--- src/rtl/operand_bypass_buffer.sv ---
// Operand bypass buffer: keeps a short history of recent writebacks and
// forwards the youngest matching producer for two source operands.
module operand_bypass_buffer #(
    parameter int LEN     = 32,
    parameter int NB_ADDR = 5,
    parameter int DEPTH   = 3,
    localparam int SRC_W  = $clog2(DEPTH + 2)
) (
    input  logic               i_clk,
    input  logic               i_reset,
    input  logic               i_stall,
    input  logic               i_flush,
    input  logic               i_wr_valid,
    input  logic [NB_ADDR-1:0] i_wr_addr,
    input  logic [LEN-1:0]     i_wr_data,
    input  logic [NB_ADDR-1:0] i_rs_addr,
    input  logic [NB_ADDR-1:0] i_rt_addr,
    input  logic [LEN-1:0]     i_rs_rf,
    input  logic [LEN-1:0]     i_rt_rf,
    output logic [LEN-1:0]     o_rs,
    output logic [LEN-1:0]     o_rt,
    output logic [SRC_W-1:0]   o_rs_src,
    output logic [SRC_W-1:0]   o_rt_src
);

    logic               hist_valid_r [DEPTH];
    logic [NB_ADDR-1:0] hist_addr_r  [DEPTH];
    logic [LEN-1:0]     hist_data_r  [DEPTH];

    logic [LEN-1:0]     rs_sel_s;
    logic [LEN-1:0]     rt_sel_s;
    logic [SRC_W-1:0]   rs_src_s;
    logic [SRC_W-1:0]   rt_src_s;

    // Operand selection: scan oldest to youngest so the youngest match overrides.
    always_comb begin
        rs_sel_s = i_rs_rf;
        rs_src_s = {SRC_W{1'b0}};
        rt_sel_s = i_rt_rf;
        rt_src_s = {SRC_W{1'b0}};
        for (int k = DEPTH - 1; k >= 0; k--) begin
            if (hist_valid_r[k] && (hist_addr_r[k] == i_rs_addr)) begin
                rs_sel_s = hist_data_r[k];
                rs_src_s = SRC_W'(k + 2);
            end else begin
                rs_sel_s = rs_sel_s;
            end
            if (hist_valid_r[k] && (hist_addr_r[k] == i_rt_addr)) begin
                rt_sel_s = hist_data_r[k];
                rt_src_s = SRC_W'(k + 2);
            end else begin
                rt_sel_s = rt_sel_s;
            end
        end
        if (i_wr_valid && (i_wr_addr == i_rs_addr)) begin
            rs_sel_s = i_wr_data;
            rs_src_s = SRC_W'(1);
        end else begin
            rs_src_s = rs_src_s;
        end
        if (i_wr_valid && (i_wr_addr == i_rt_addr)) begin
            rt_sel_s = i_wr_data;
            rt_src_s = SRC_W'(1);
        end else begin
            rt_src_s = rt_src_s;
        end
        // Register zero is hard-wired, so it is never forwarded.
        if (i_rs_addr == {NB_ADDR{1'b0}}) begin
            rs_sel_s = i_rs_rf;
            rs_src_s = {SRC_W{1'b0}};
        end else begin
            rs_sel_s = rs_sel_s;
        end
        if (i_rt_addr == {NB_ADDR{1'b0}}) begin
            rt_sel_s = i_rt_rf;
            rt_src_s = {SRC_W{1'b0}};
        end else begin
            rt_sel_s = rt_sel_s;
        end
    end

    // History shift register and registered outputs; flush beats stall beats shift.
    always_ff @(posedge i_clk or posedge i_reset) begin
        if (i_reset) begin
            for (int k = 0; k < DEPTH; k++) begin
                hist_valid_r[k] <= 1'b0;
                hist_addr_r[k]  <= {NB_ADDR{1'b0}};
                hist_data_r[k]  <= {LEN{1'b0}};
            end
            o_rs     <= {LEN{1'b0}};
            o_rt     <= {LEN{1'b0}};
            o_rs_src <= {SRC_W{1'b0}};
            o_rt_src <= {SRC_W{1'b0}};
        end else if (i_flush) begin
            for (int k = 0; k < DEPTH; k++) begin
                hist_valid_r[k] <= 1'b0;
            end
            o_rs     <= {LEN{1'b0}};
            o_rt     <= {LEN{1'b0}};
            o_rs_src <= {SRC_W{1'b0}};
            o_rt_src <= {SRC_W{1'b0}};
        end else if (!i_stall) begin
            for (int k = DEPTH - 1; k > 0; k--) begin
                hist_valid_r[k] <= hist_valid_r[k-1];
                hist_addr_r[k]  <= hist_addr_r[k-1];
                hist_data_r[k]  <= hist_data_r[k-1];
            end
            hist_valid_r[0] <= i_wr_valid && (i_wr_addr != {NB_ADDR{1'b0}});
            hist_addr_r[0]  <= i_wr_addr;
            hist_data_r[0]  <= i_wr_data;
            o_rs     <= rs_sel_s;
            o_rt     <= rt_sel_s;
            o_rs_src <= rs_src_s;
            o_rt_src <= rt_src_s;
        end
    end

endmodule

--- config.mk ---
export PLATFORM = sky130hd
export DESIGN_NAME = operand_bypass_buffer
export DESIGN_NICKNAME = d
export VERILOG_FILES = /design/src/rtl/operand_bypass_buffer.sv
export SDC_FILE = /design/constraint.sdc
export NUM_CORES = 1
export LEC_CHECK = 0
export CORE_AREA = 2 2 201 203
export CTS_CLUSTER_SIZE = 30
export DETAILED_ROUTE_END_ITERATION = 8
export DIE_AREA = 0 0 203 205
export HOLD_SLACK_MARGIN = 0.08
export PLACE_DENSITY = 0.52
export SETUP_SLACK_MARGIN = 0.15
export SLEW_MARGIN = 5
export SYNTH_ARGS = -nofsm -noshare
export SYNTH_HDL_FRONTEND = slang
export SYNTH_SLANG_ARGS = --single-unit
--- constraint.sdc ---
create_clock -name i_clk -period 8.23 [get_ports i_clk]
set_input_delay 1.646 -clock i_clk [delete_from_list [all_inputs] [get_ports i_clk]]
set_output_delay 1.646 -clock i_clk [all_outputs]
set_load 0.05 [all_outputs]
-- Word-level counts from Yosys, hierarchy flattened
Cells that the tools add are included.
- word-level logic and storage cells: 67
- register bits: 184
- output and inout port bits: 70
- bits of input ports: 116
- eq/ne operators: 9
- reductions and logical operators: 13
- bitwise operators: 2
- multiplexer cells: 30
- operator list (kind ; number):
    $mux W32 ; 14
    $mux W3 ; 16
    $eq A5 B5 Y1 ; 8
    $logic_not A5 Y1 ; 2
    $logic_and A1 B1 Y1 ; 9
    $reduce_bool A5 Y1 ; 1
    $ne A2 B1 Y1 const B ; 1
    $not A1 Y1 ; 2
    $reduce_and A2 Y1 ; 1

-- Logic depth before layout (Yosys ltp)
- depth in word-level cells: 9
- depth in mapped cells: 8

-- Worst setup path before layout
OpenSTA, ideal clock, no wires.
- path type: input port to flip-flop
- start point: input port i_rs_addr[4]
- end point: register o_rs[0]
- cell stages on the path: 8
- path buffers: 3
- setup slack: 5.006 ns
- data arrival time: 3.128 ns
- path through: buf_2 > xnor2_1 > nand4_2 > or2_1 > buf_4 > buf_2 > mux2i_1 > o31ai_1
- word-level cells in the longest chain between the ends: 9
- elaborated cells on any way between the ends: 16
- RTL lines (item ; RTL line ; source):
    start, declared ; 16 ; input logic [NB_ADDR-1:0] i_rs_addr,
    $eq A5 B5 Y1 ; 42 ; if (hist_valid_r[k] && (hist_addr_r[k] == i_rs_addr)) begin
    $logic_and A1 B1 Y1 ; 42 ;
    $mux W32 (3 in a row) ; 42 ;
    $mux W32 ; 55 ; if (i_wr_valid && (i_wr_addr == i_rs_addr)) begin
    $mux W32 (*) ; 68 ; if (i_rs_addr == {NB_ADDR{1'b0}}) begin
    $mux W32 (*) ; 102 ; end else if (!i_stall) begin
    $mux W32 (*) ; 94 ; end else if (i_flush) begin
    end signal, assigned ; 90 ; o_rs <= {LEN{1'b0}};
    end signal, assigned ; 98 ; o_rs <= {LEN{1'b0}};
    end signal, assigned ; 111 ; o_rs <= rs_sel_s;
    end, declared ; 20 ; output logic [LEN-1:0] o_rs,
Mark *: on every way between the ends. The rest lies on a longest branch, timed or not. The select of a mux whose other input is x is not followed.
A chain may end at the register's enable or synchronous reset.

-- Worst setup path after layout
- start point: input port i_stall
- end point: register o_rt[9]
- word-level cells in the longest chain between the ends: 1
- RTL lines (item ; RTL line ; source):
    start, declared ; 11 ; input logic i_stall,
    $ne A2 B1 Y1 (no source line) ; -- ;
    end signal, assigned ; 91 ; o_rt <= {LEN{1'b0}};
    end signal, assigned ; 99 ; o_rt <= {LEN{1'b0}};
    end signal, assigned ; 112 ; o_rt <= rt_sel_s;
    end, declared ; 21 ; output logic [LEN-1:0] o_rt,
Every way passes these cells.

==> implementation parameters <==
Parameter                              Value

Logic synthesis
  Async set-or-reset flop fraction in the synthesized netlist ... between 90% and 100%
  Count of different cell masters after synthesis ... between 40 and 50
  Count leader, synth ... nand2_1
  Part of the Yosys area used for sequential elements ... 43.78%
  Most instantiated flip-flop cell in the synthesis netlist ... dfrtp_1
  Number of enable-type register cells in the synthesized netlist ... 0
  Syn avg cell area ... between 8 and 9 µm²
  Synthesized net count ... between 1,000 and 1,500
  Leading area contributor after synthesis ... dfrtp_1
  Portion of synthesized cell area occupied by the leading cell type ... 43.78%
  Most numerous cell types in the synthesized netlist ... 242 x nand2_1, 184 x dfrtp_1, 117 x o21ai_0
  Synthesized area ... roughly 11,000 µm²
  Instance count of the mapped netlist ... approximately 1,200
  Number of register bits inferred by synthesis ... roughly 180
  Yosys synthesis warning count ... 0
  Leading post-synthesis cells by cell area ... dfrtp_1 44%, nand2_1 8.6%, a222oi_1 6.1%

CTS
  Clock buffers created by TritonCTS ... 17
  Hold buffer count at CTS ... 0
  Root Buffer ... clkbuf_16
  Number of buffers on the longest clock path ... 2
  Post-CTS Resized ... 0
  Post-CTS setup-driven buffer insertion count ... 0
  Clock transition at the registers of the reported paths ... around 70 ps
  Clock latency of the later-clocked register in the worst-skew pair ... about 440 ps
  Max H-tree Level ... 4
  TritonCTS Sinks ... ~180
  TritonCTS clock tree ... done

Layout
  Filler cell count in the final layout ... roughly 4,000
  Proportion of layout cells with a drive suffix above 1 ... under 10%
  Area Growth Syn to Fin ... 27.14%
  Post-Route Utilization ... 33.97%
  Final-stage net count ... 1,396
  Cell area after layout ... 13,370 µm²

STA
  Post-route setup TNS ... 0 ps
  Worst slew margin ... 20.93%
  Max-slew violation count ... 0
  Number of hold violations in the final report ... 0
  Final worst path period need ... roughly 4300 ps
  Worst setup slack after layout ... around 4000 ps
  Max Clock Freq ... ~0.23 GHz
  Number of failing setup endpoints in the final timing report ... 0
  Unrepaired setup endpoints after global routing ... false
  Post-route clock period utilization ... roughly 53%
  Hold WS ... about 490 ps
  Clock tree skew after final layout ... roughly 11 ps
  Slew at the pin closest to its max-slew limit ... approximately 1200 ps

Min path
  Hold Path Stages ... 2
  Worst Hold Class ... reg2reg
  Endpoint, Worst Hold ... hist_data_r[16]
  Hold Startpoint ... hist_data_r[16]

Floorplanning
  Die area ... roughly 42,000 µm²
  Chip Height ... ~200 µm
  Number of rows in the core area ... between 70 and 80
  Horiz. Die Dim ... ~200 µm
  Placeable core area ... ~39,000 µm²
  Number of placed I/O pins ... ~190
  Initial core utilization ... between 20% and 30%

Power and ir drop
  Power density normalized to cell area ... roughly 190 nW/µm²
  Leakage component of the power ... between 5 and 6 nW
  Peak ir drop on the vdd network ... about 150 µV

Setup path
  Startpoint type of the worst setup path ... primary input
  Worst reg2reg startpoint ... hist_addr_r[13]
  Crit Reg-Reg Endpoint ... o_rt[21]
  Start-to-end type of the worst setup path ... in2reg
  Slack of the worst reg-to-reg path ... between 5000 and 6000 ps
  Maximum fanout encountered on the critical timing path ... 72
  Cell depth of the worst flop-to-flop path ... 6
  Data arrival time of the worst path ... around 4600 ps
  Required time worst endpoint ... between 8000 and 9000 ps
  Critical Path End Type ... flop

Status
  Status ... complete, but fails checks
  Violated checks ... design-rule violations

Route
  Final WL ... 43,030 µm
  Number of routed nets with antenna violations ... 0
  Number of optimization iterations in the first detailed-route pass ... 9
  Final routed wire length divided by cell count ... between 20 and 25 µm
  Drt first-iter violations ... about 1,100
  Via Count ... slightly above 10,000
  Average via count per standard cell ... 5.595
  Number of remaining DRC errors ... 1

Placement
  Setup slack after placement ... approximately 3500 ps
  Area post-placement ... roughly 13,000 µm²
  Port buffer count ... around 190
  Final Wtd Congestion ... 0.8036
  DPL Wire Length ... 25,740 µm

Global route
  Met2 track utilization from global routing ... approximately a third
  Antenna violations before repair ... 2
  Maximum number of pins on one net before global-route repair ... 124
  Total track usage ... around 20%
  Routing usage on met1 ... around 28%
  Total global routing overflow ... 0
  Global-route wire length before repair ... roughly 64,000 µm
  Met3 usage in global routing ... under 10%
  Most Crowded Layer GR ... met2
  Via count of the first global-routing pass ... between 10,000 and 15,000

Run
  Total of max-cap violations ... 0
-- through the flow --
stage          power (mW)  std cells
2_1_floorplan       1.395       1173
3_3_place_gp        1.620       1786
3_5_place_dp        1.628       1786
4_1_cts             2.501       1818
5_1_grt             2.584       1819
6_report            2.485       1820
-- flip-flops by register name, summed over array words and instances (netlist names) --
signal        count
o_rt             32
hist_data_r      96
hist_valid_r      3
o_rt_src          3
o_rs             32
hist_addr_r      15
o_rs_src          3
-- power by group --
group / leakage, nW / total (mW) / switching, mW / internal [mW]
combinational: 3.11 / 0.513 / 0.330 / 0.183
sequential: 2.38 / 1.10 / 0.0896 / 1.01
clock: 0.292 / 0.872 / 0.381 / 0.491
total: 5.79 / 2.49 / 0.801 / 1.68
-- logic make-up after synthesis --
family | share of synthesized area [%]
AND/OR/NAND/NOR | 18.49
multiplexers | 2.474
flip-flops | 43.78
AO/OA/AOI/OAI | 26.21
buffers and inverters | 5.722
XOR/XNOR | 3.331
-- cell usage in the layout (no fill, tap or decap), types with 3 or more instances in the layout --
| master | instances |
|---|---|
| a222oi_1 | 64 |
| a211oi_1 | 64 |
| and3_1 | 64 |
| o31ai_2 | 24 |
| clkdlybuf4s50_1 | 185 |
| nand4_1 | 3 |
| nor2_4 | 4 |
| clkbuf_8 | 5 |
| buf_4 | 18 |
| nor2_1 | 10 |
| inv_1 | 26 |
| clkinvlp_4 | 3 |
| nor3_1 | 54 |
| a31o_1 | 26 |
| xnor2_1 | 31 |
| o21ai_0 | 117 |
| dfrtp_1 | 184 |
| xor2_1 | 9 |
| nand3_1 | 24 |
| mux2i_1 | 26 |
| a21o_1 | 13 |
| nand2_1 | 238 |
| o31ai_1 | 40 |
| nand2_2 | 4 |
| clkbuf_16 | 17 |
| nand4_2 | 3 |
-- routing by layer --
metal	wire length (µm)	vias up	part of all wire, %
met4	854	0	2.0
met3	2729	48	6.3
li1	-	4544	-
met1	19050	5142	44
met5	0	-	0
met2	20390	448	47
-- area by class of cell --
type                       instances  area [µm²]  share of cell area (%)
multi-input combinational        847        5398                   40.37
sequential                       184        4604                   34.43
timing repair buffer             203        1987                   14.86
tap                              525       656.9                   4.913
clock buffer                      23       498.0                   3.724
clock inverter                     9       113.9                  0.8515
inverter                          27       108.9                  0.8141
antenna                            2       5.005                 0.03743
-- worst max-delay path: stages --
cell and delay (ps):
clkdlybuf4s50_1 670, or2_4 520, buf_4 720, nor2_4 400, a222oi_1 460, o31ai_2 110
-- worst max-delay path by stage --
stage / slack, ps / depth (start not counted) / start / end
after CTS: 3940 / 6 / i_stall / o_rt[23]
after detailed placement: 3480 / 6 / i_stall / o_rt[9]
final: 3900 / 6 / i_stall / o_rt[9]
after global routing: 3690 / 6 / i_stall / o_rt[20]
after global placement: 3530 / 6 / i_stall / o_rt[24]
after floorplan: 1580 / 1 / i_reset / hist_addr_r[0]
Power figures use the tool's default switching activity.
